--- config.mk ---
export PLATFORM = sky130hd
export DESIGN_NAME = neopix_rx
export DESIGN_NICKNAME = d
export VERILOG_FILES = /design/src/rtl/neopix_rx.sv
export SDC_FILE = /design/constraint.sdc
export NUM_CORES = 1
export LEC_CHECK = 0
export CORE_UTILIZATION = 40
export CTS_CLUSTER_SIZE = 16
export DETAILED_ROUTE_END_ITERATION = 10
export PLACE_DENSITY = 0.71
export SETUP_SLACK_MARGIN = 0.3
export SLEW_MARGIN = 5
export SYNTH_ARGS = -nofsm -noshare
export SYNTH_HDL_FRONTEND = slang
export SYNTH_SLANG_ARGS = --single-unit
--- constraint.sdc ---
create_clock -name clk_i -period 3.2 [get_ports clk_i]
set_input_delay 0.8 -clock clk_i [delete_from_list [all_inputs] [get_ports clk_i]]
set_output_delay 0.8 -clock clk_i [all_outputs]
set_load 0.01 [all_outputs]
--- src/rtl/neopix_rx.sv ---
// WS2812 single-wire receiver: measures high-pulse widths on a synchronized input,
// assembles 24-bit GRB pixels and reports frame completion at the latch low period.
module neopix_rx #(
    parameter int NUM_LEDS     = 8,
    parameter int SYSTEM_CLOCK = 50000000,
    parameter int T1_MIN_NS    = 600,
    parameter int MIN_HIGH_NS  = 150,
    parameter int MAX_HIGH_NS  = 5000,
    parameter int RESET_NS     = 40000
) (
    input  logic                        clk_i,
    input  logic                        reset_i,
    input  logic                        din_i,
    output logic [23:0]                 pixel_o,
    output logic [$clog2(NUM_LEDS)-1:0] pixel_idx_o,
    output logic                        pixel_valid_o,
    output logic                        frame_done_o,
    output logic [$clog2(NUM_LEDS):0]   led_count_o,
    output logic [2:0]                  err_o,
    output logic                        busy_o
);
    localparam longint CLK_KHZ    = longint'(SYSTEM_CLOCK / 1000);
    localparam int T1_MIN_CYC     = int'(CLK_KHZ * T1_MIN_NS / 1000000);
    localparam int MIN_HIGH_CYC   = int'(CLK_KHZ * MIN_HIGH_NS / 1000000);
    localparam int MAX_HIGH_CYC   = int'(CLK_KHZ * MAX_HIGH_NS / 1000000);
    localparam int RESET_CYC      = int'(CLK_KHZ * RESET_NS / 1000000);

    localparam int LCW = $clog2(RESET_CYC + 1);
    localparam int HCW = $clog2(MAX_HIGH_CYC + 2);
    localparam int IW  = $clog2(NUM_LEDS);
    localparam int CW  = IW + 1;

    localparam logic [LCW-1:0] LC_SAT  = LCW'(RESET_CYC);
    localparam logic [LCW-1:0] LC_LAST = LCW'(RESET_CYC - 1);
    localparam logic [HCW-1:0] HC_T1   = HCW'(T1_MIN_CYC);
    localparam logic [HCW-1:0] HC_MIN  = HCW'(MIN_HIGH_CYC);
    localparam logic [HCW-1:0] HC_MAX  = HCW'(MAX_HIGH_CYC);
    localparam logic [CW-1:0]  PIX_MAX = CW'(NUM_LEDS);

    typedef enum logic [1:0] {S_SYNC, S_LOW, S_HIGH} state_t;

    state_t           r_state, w_next;
    logic             r_sync1, r_din_s;
    logic [LCW-1:0]   r_lc;
    logic [HCW-1:0]   r_hc;
    logic [23:0]      r_shift;
    logic [4:0]       r_bit_cnt;
    logic [CW-1:0]    r_pix_cnt;
    logic             r_glitch, r_timeout, r_ovf;
    logic             w_rise, w_bit_en, w_bit, w_glitch, w_timeout, w_frame_end;
    logic [23:0]      w_word;

    assign w_word = {r_shift[22:0], w_bit};

    // NOTE: two flops only; din_i is never used before r_din_s.
    always_ff @(posedge clk_i or posedge reset_i) begin
        if (reset_i) begin
            r_sync1 <= 1'b0;
            r_din_s <= 1'b0;
            r_state <= S_SYNC;
        end else begin
            r_sync1 <= din_i;
            r_din_s <= r_sync1;
            r_state <= w_next;
        end
    end

    always_comb begin
        w_next      = r_state;
        w_rise      = 1'b0;
        w_bit_en    = 1'b0;
        w_bit       = 1'b0;
        w_glitch    = 1'b0;
        w_timeout   = 1'b0;
        w_frame_end = 1'b0;
        case (r_state)
            S_SYNC: begin
                if (!r_din_s && r_lc == LC_LAST) begin
                    w_next      = S_LOW;
                    w_frame_end = busy_o;
                end
            end
            S_LOW: begin
                if (r_din_s) begin
                    w_next = S_HIGH;
                    w_rise = 1'b1;
                end else if (r_lc == LC_LAST && busy_o) begin
                    w_frame_end = 1'b1;
                end
            end
            S_HIGH: begin
                if (!r_din_s) begin
                    w_next = S_LOW;
                    if (r_hc < HC_MIN) begin
                        w_glitch = 1'b1;
                    end else begin
                        w_bit_en = 1'b1;
                        w_bit    = (r_hc >= HC_T1);
                    end
                end else if (r_hc == HC_MAX) begin
                    w_next    = S_SYNC;
                    w_timeout = 1'b1;
                end
            end
            default: w_next = S_SYNC;
        endcase
    end

    // The high counter includes the rising cycle so r_hc equals the pulse width at the fall.
    always_ff @(posedge clk_i or posedge reset_i) begin
        if (reset_i) begin
            r_lc          <= '0;
            r_hc          <= '0;
            r_shift       <= '0;
            r_bit_cnt     <= '0;
            r_pix_cnt     <= '0;
            r_glitch      <= 1'b0;
            r_timeout     <= 1'b0;
            r_ovf         <= 1'b0;
            pixel_o       <= '0;
            pixel_idx_o   <= '0;
            pixel_valid_o <= 1'b0;
            frame_done_o  <= 1'b0;
            led_count_o   <= '0;
            err_o         <= '0;
            busy_o        <= 1'b0;
        end else begin
            pixel_valid_o <= 1'b0;
            frame_done_o  <= 1'b0;

            if (r_state == S_HIGH || r_din_s)
                r_lc <= '0;
            else if (r_lc < LC_SAT)
                r_lc <= r_lc + 1'b1;

            if (w_rise)
                r_hc <= HCW'(1);
            else if (r_state == S_HIGH && r_din_s)
                r_hc <= r_hc + 1'b1;

            if (w_rise)
                busy_o <= 1'b1;
            if (w_glitch)
                r_glitch <= 1'b1;

            if (w_timeout) begin
                r_timeout <= 1'b1;
                r_bit_cnt <= '0;
            end

            if (w_bit_en) begin
                r_shift <= w_word;
                if (r_bit_cnt == 5'd23) begin
                    r_bit_cnt <= '0;
                    if (r_pix_cnt < PIX_MAX) begin
                        pixel_o       <= w_word;
                        pixel_idx_o   <= r_pix_cnt[IW-1:0];
                        pixel_valid_o <= 1'b1;
                        r_pix_cnt     <= r_pix_cnt + 1'b1;
                    end else begin
                        r_ovf <= 1'b1;
                    end
                end else begin
                    r_bit_cnt <= r_bit_cnt + 1'b1;
                end
            end

            if (w_frame_end) begin
                frame_done_o <= 1'b1;
                led_count_o  <= r_pix_cnt;
                err_o        <= {r_ovf, r_timeout | (r_bit_cnt != 5'd0), r_glitch};
                r_pix_cnt    <= '0;
                r_bit_cnt    <= '0;
                r_glitch     <= 1'b0;
                r_timeout    <= 1'b0;
                r_ovf        <= 1'b0;
                busy_o       <= 1'b0;
            end
        end
    end

endmodule

# Word-level counts from Yosys, hierarchy flattened
# Index checks and enable logic that the tools add are counted.
op_classes:
  add_sub_neg: 4
  multipliers: 0
  div_mod_pow: 0
  order_cmp: 4
  n_eq_ne: 9
  shifts: 0
  n_mux: 49
  bitwise: 1
  reduce_logical: 20
ops:
  columns: ["op", "count"]
  rows:
  - ["1-bit 2-to-1 mux", 31]
  - ["11-bit 2-to-1 mux", 2]
  - ["5-bit 2-to-1 mux", 4]
  - ["4-bit 2-to-1 mux", 4]
  - ["8-bit 2-to-1 mux", 2]
  - ["2-bit nonzero test", 8]
  - ["3-bit AND reduction", 4]
  - ["11-bit by 1-bit adder with 11-bit output, second input constant", 1]
  - ["11-bit equality test, second input constant", 1]
  - ["11-bit less-than comparator, second input constant", 1]
  - ["8-bit by 1-bit adder with 8-bit output, second input constant", 1]
  - ["8-bit equality test, second input constant", 1]
  - ["8-bit by 5-bit >= comparator with 1-bit output, second input constant", 1]
  - ["8-bit by 3-bit less-than comparator with 1-bit output, second input constant", 1]
  - ["2-bit 2-to-1 mux", 4]
  - ["2-bit inequality test, second input constant", 3]
  - ["2-bit one-hot mux with 3 select lines", 1]
  - ["5-bit by 1-bit adder with 5-bit output, second input constant", 1]
  - ["5-bit equality test, second input constant", 1]
  - ["5-bit nonzero test", 1]
  - ["4-bit by 1-bit adder with 4-bit output, second input constant", 1]
  - ["4-bit less-than comparator, second input constant", 1]
  - ["1-bit logical AND", 3]
  - ["3-bit inequality test, second input constant", 1]
  - ["other kinds (8)", 8]
word_totals:
  register_bits: 95
  latchBits: 0
  ram_bits: 0
  mem_bits_ro: 0
  out_inout_bits: 37
  n_memories: 0

# Depth between registers and ports, before layout
depth:
  depth_word: 7
  ltp_mapped: 6
  depth_no_buf: 6

# Worst setup path after synthesis
# OpenSTA, ideal clock, no wires.
synth_path:
  kind: "register to register"
  start: "register r_bit_cnt[0]"
  end: "register pixel_idx_o[0]"
  setup_ps: 125
  t_arrival_ps: 1842
  t_required_ps: 3075
  setup_slack_ps: 1234
  path_stages_with_launch: 6
  n_path_buf: 1
  period_less_slack_ps: 1966
  cell_sequence: "dfrtp_1 -> ha_1 -> nand4b_1 -> a2111oi_4 -> buf_6 -> mux2_2"
synth_between:
  elab_chain_len: 2
synth_lines:
  columns: ["item", "line", "text"]
  rows:
  - ["from (decl)", "47", "logic [4:0] r_bit_cnt;"]
  - ["from (signal assigned)", "164", "r_bit_cnt <= r_bit_cnt + 1'b1;"]
  - ["5-bit equality test", "153", "if (r_bit_cnt == 5'd23) begin"]
  - ["3-bit AND reduction (no source line)", null, null]
  - ["to (signal assigned)", "157", "pixel_idx_o <= r_pix_cnt[IW-1:0];"]
  - ["to (decl)", "15", "output logic [$clog2(NUM_LEDS)-1:0] pixel_idx_o,"]
# No other way between the ends.
# A chain may end at the register's enable or synchronous reset.

# Final worst setup path
layout_path:
  start: "register r_hc[1]"
  end: "register pixel_o[6]"
layout_between:
  elab_chain_len: 5
layout_lines:
  columns: ["item", "line", "text"]
  rows:
  - ["from (decl)", "45", "logic [HCW-1:0] r_hc;"]
  - ["from (signal assigned)", "139", "r_hc <= r_hc + 1'b1;"]
  - ["8-bit by 3-bit less-than comparator with 1-bit output", "94", "if (r_hc < HC_MIN) begin"]
  - ["1-bit 2-to-1 mux", "94", null]
  - ["1-bit 2-to-1 mux", "92", "if (!r_din_s) begin"]
  - ["1-bit 2-to-1 mux", "76", "case (r_state)"]
  - ["3-bit AND reduction (no source line)", null, null]
  - ["to (signal assigned)", "156", "pixel_o <= w_word;"]
  - ["to (decl)", "14", "output logic [23:0] pixel_o,"]
# No other way between the ends.

==> run summary <==
outcome = complete, no violations
first-pass GRT wire length = 11.6 mm
multiplexer area fraction after synthesis = 0.162
worst slew pin tran = 0.742 ns
Post-CTS Setup Bufs = 0
Setup-failing EPs final = 0
Die W = 103 µm
# IOs = 40
Synth Area in Compound Gates = 0.0722
Power Dens Cells = 419 nW/µm²
Post-synth top flop = dfrtp_1
post-synth top area share = 0.587
initial antenna violation count = 0
final worst slack = 0.949 ns
number of nets in the finished design = 367
Layout area overhead = 17.7%
Clock Sinks = 95
floorplan core area = 9770 µm²
Hold Fails Final Rpt = 0
crit share post-route = 0.704
WS Path Type = flop to flop
sequential share of power = 0.606
fraction of the mapped netlist area in simple logic gates = 0.120
Logic pwr share = 0.021
worst-path maximum fanout = 33
largest family of logic cells by synthesized area = multiplexers
synthesized net count = 325
CTS tree = built
Final Wtd Congestion = 0.781
post-detail-place hpwl = 4.80 mm
worst clock skew = 0.0185 ns
maximum VDD drop = 0.237 mV
DRC = 0
largest area contributor in the netlist = dfrtp_1
CP Capture Type = flop
Pint = 1.52 mW
mean area per synthesized cell = 12.8 µm²
worst path cell trace = ha_1 -> a211oi_1 -> a2111oi_4 -> buf_4 -> mux2_2
setup repair after global routing missed its margin = no
switching pwr = 0.482 mW
row cnt = 36
Starting Density = 0.415
largest net degree at the start of global routing = 51
grt total ovfl = 0
Setup crit start kind = flop
WP data required = 3.45 ns
FMAX = 444 MHz
Root Buffer = clkbuf_8
CTS resizes = 0
via count = 2574
clk buf depth = 2
Clk pin slew, worst setup/hold paths = 0.10 ns
ANT cells = 0
Post-CTS Hold Fix Bufs = 0
post-route ant nets = 0
die area = 10500 µm²
Endpoint, Worst Hold = r_din_s
Buffers on Ports = 39
Clock Power Share = 0.374
Synth Register Bits = 95
Mapped Cells = 316
Final Critical Period = 2.25 ns
htree depth = 3
switching part of the total = 0.241
EDFF count, synth = 0
Hold Crit Class = flop to flop
Die H = 103 µm
Setup TNS = 0 ns
vias in the first global route = 2443
FF-to-FF End = pixel_o[6]
Pleak = 2.20 nW
Worst-Skew Late Latency = 0.36 ns
Iter 0 DRT Violations = 95
number of CTS-inserted buffers = 9
Rel. slew slack = 0.501
slowest stage delay, CP = 0.66 ns
Synth Cell Area = 4050 µm²
post-synthesis xor/xnor area fraction = 0.0130
hold_sp = r_sync1
ys async rst share = 1.00
slowest CP cell = a211oi_1
flop-to-flop setup slack = 0.95 ns
WP data arrival = 2.50 ns
WHS = 0.334 ns
drt pass-1 iters = 4
# Max-Cap Violations = 0
Synth Warn # = 0
dominant cells by area after synthesis = dfrtp_1 59%, mux2_2 15%, ha_1 1.9%
Setup WS pre-CTS = 0.942 ns
total track usage = 0.142
WL/cell = 14.2 µm
post-synthesis adder-cell area fraction = 0.0185
RR Startpoint = r_hc[1]
Via density = 5.19
Seq/Total Area, Yosys = 0.587
post-synthesis cell type count = 45
share of post-route cells with drive strength above 1 = 0.231
final wirelength = 7.03 mm
count of pins over their slew limit = 0
Hold Path Depth = 0
R2R cell count = 5
-- layer usage --
metal | GRT usage | up-vias | part of all wire
met5 | 0 | - | 0
met4 | 0.0659 | 0 | 0.016
met3 | 0.0244 | 8 | 0.026
met2 | 0.225 | 45 | 0.49
met1 | 0.191 | 1302 | 0.47
li1 | - | 1219 | -
-- power groups by stage --
| stage | clock (mW) | combinational [mW] | sequential, mW |
|---|---|---|---|
| floorplan | 0 | 0.0297 | 1.23 |
| global placement | 0 | 0.0425 | 1.23 |
| detailed placement | 0 | 0.0431 | 1.23 |
| CTS | 0.772 | 0.0434 | 1.21 |
| global route | 0.816 | 0.0493 | 1.21 |
| finish | 0.746 | 0.0409 | 1.21 |
-- worst max-delay path by stage --
stage | cells past startpoint | slack, ns | endpoint | startpoint
global route | 6 | 0.83 | r_bit_cnt[0] | r_hc[1]
global placement | 6 | 0.94 | r_bit_cnt[0] | r_hc[0]
CTS | 5 | 0.94 | pixel_o[21] | r_hc[1]
floorplan | 5 | 1.23 | pixel_idx_o[0] | r_bit_cnt[0]
finish | 5 | 0.95 | pixel_o[6] | r_hc[1]
detailed placement | 5 | 0.94 | pixel_o[13] | r_hc[1]
-- kinds of logic after synthesis --
logic type | after synthesis
XOR/XNOR | 6
AO/OA/AOI/OAI | 42
multiplexers | 59
AND/OR/NAND/NOR | 86
buffers and inverters | 22
adder cells (fa/ha/maj) | 6
flip-flops | 95
-- critical path, delay by kind of cell, from the launching register on --
| family | cells | cell delay (ns) |
|---|---|---|
| mux | 1 | 0.32 |
| fa+ha+maj | 1 | 0.25 |
| compound gates | 2 | 0.81 |
| flops | 1 | 0.44 |
| buf+inv | 1 | 0.31 |
-- synthesized netlist by cell type, types with 2 or more instances --
master    count
nand3_1      13
o211ai_1      3
xnor2_1       6
nand2_1      12
ha_1          6
nor4_1        3
nand4_1       3
nor2_1       17
nand2b_1      4
dfrtp_1      95
nor3b_1       2
and2_1        4
buf_6         3
nand3b_1      4
a31oi_1       4
and4b_1       2
inv_1        10
o31ai_1       3
a21oi_1       8
and3_1        4
a311oi_1      2
nor3_1        3
and4_1        3
mux2i_1       5
clkbuf_1      6
a41oi_1       2
or2_2         3
a211oi_1      2
or3_1         2
mux2_2       54
o21ai_0      11
a31o_2        2
buf_2         3
-- cell usage in the layout, fill, tap and decap left out, drive strengths merged, types with 5 or more instances in the layout --
| cell type | n |
|---|---|
| xnor2 | 6 |
| o21ai | 11 |
| a21oi | 9 |
| mux2i | 5 |
| nand2 | 12 |
| dfrtp | 95 |
| nor2 | 17 |
| clkbuf | 9 |
| ha | 6 |
| nand3 | 13 |
| inv | 13 |
| clkdlybuf4s50 | 39 |
| mux2 | 54 |
-- stage by stage --
stage,area [µm²],total power [mW],std cells,util
floorplan,4060,1.26,316,-
global placement,4580,1.28,480,0.469
detailed placement,4580,1.28,480,0.469
CTS,4770,2.03,496,0.488
global route,4770,2.08,496,0.488
finish,4770,2.00,496,0.488
-- sequential cells by signal, indices dropped and copies added, names as in the netlist, 4 cells and up --
signal and cells:
pixel_o 24, r_shift 23, led_count_o 4, r_bit_cnt 5
r_pix_cnt 4, r_lc 11, r_hc 8
-- final cells by class --
class,count,area [µm²]
Clock inverter,7,62.6
Timing Repair Buffer,43,433
Tap cell,133,166
Multi-Input combinational cell,199,1570
Inverter,10,41.3
Clock buffer,9,124
Fill cell,891,5000
Sequential cell,95,2380
Note: power is estimated with default switching activity, not from simulation.
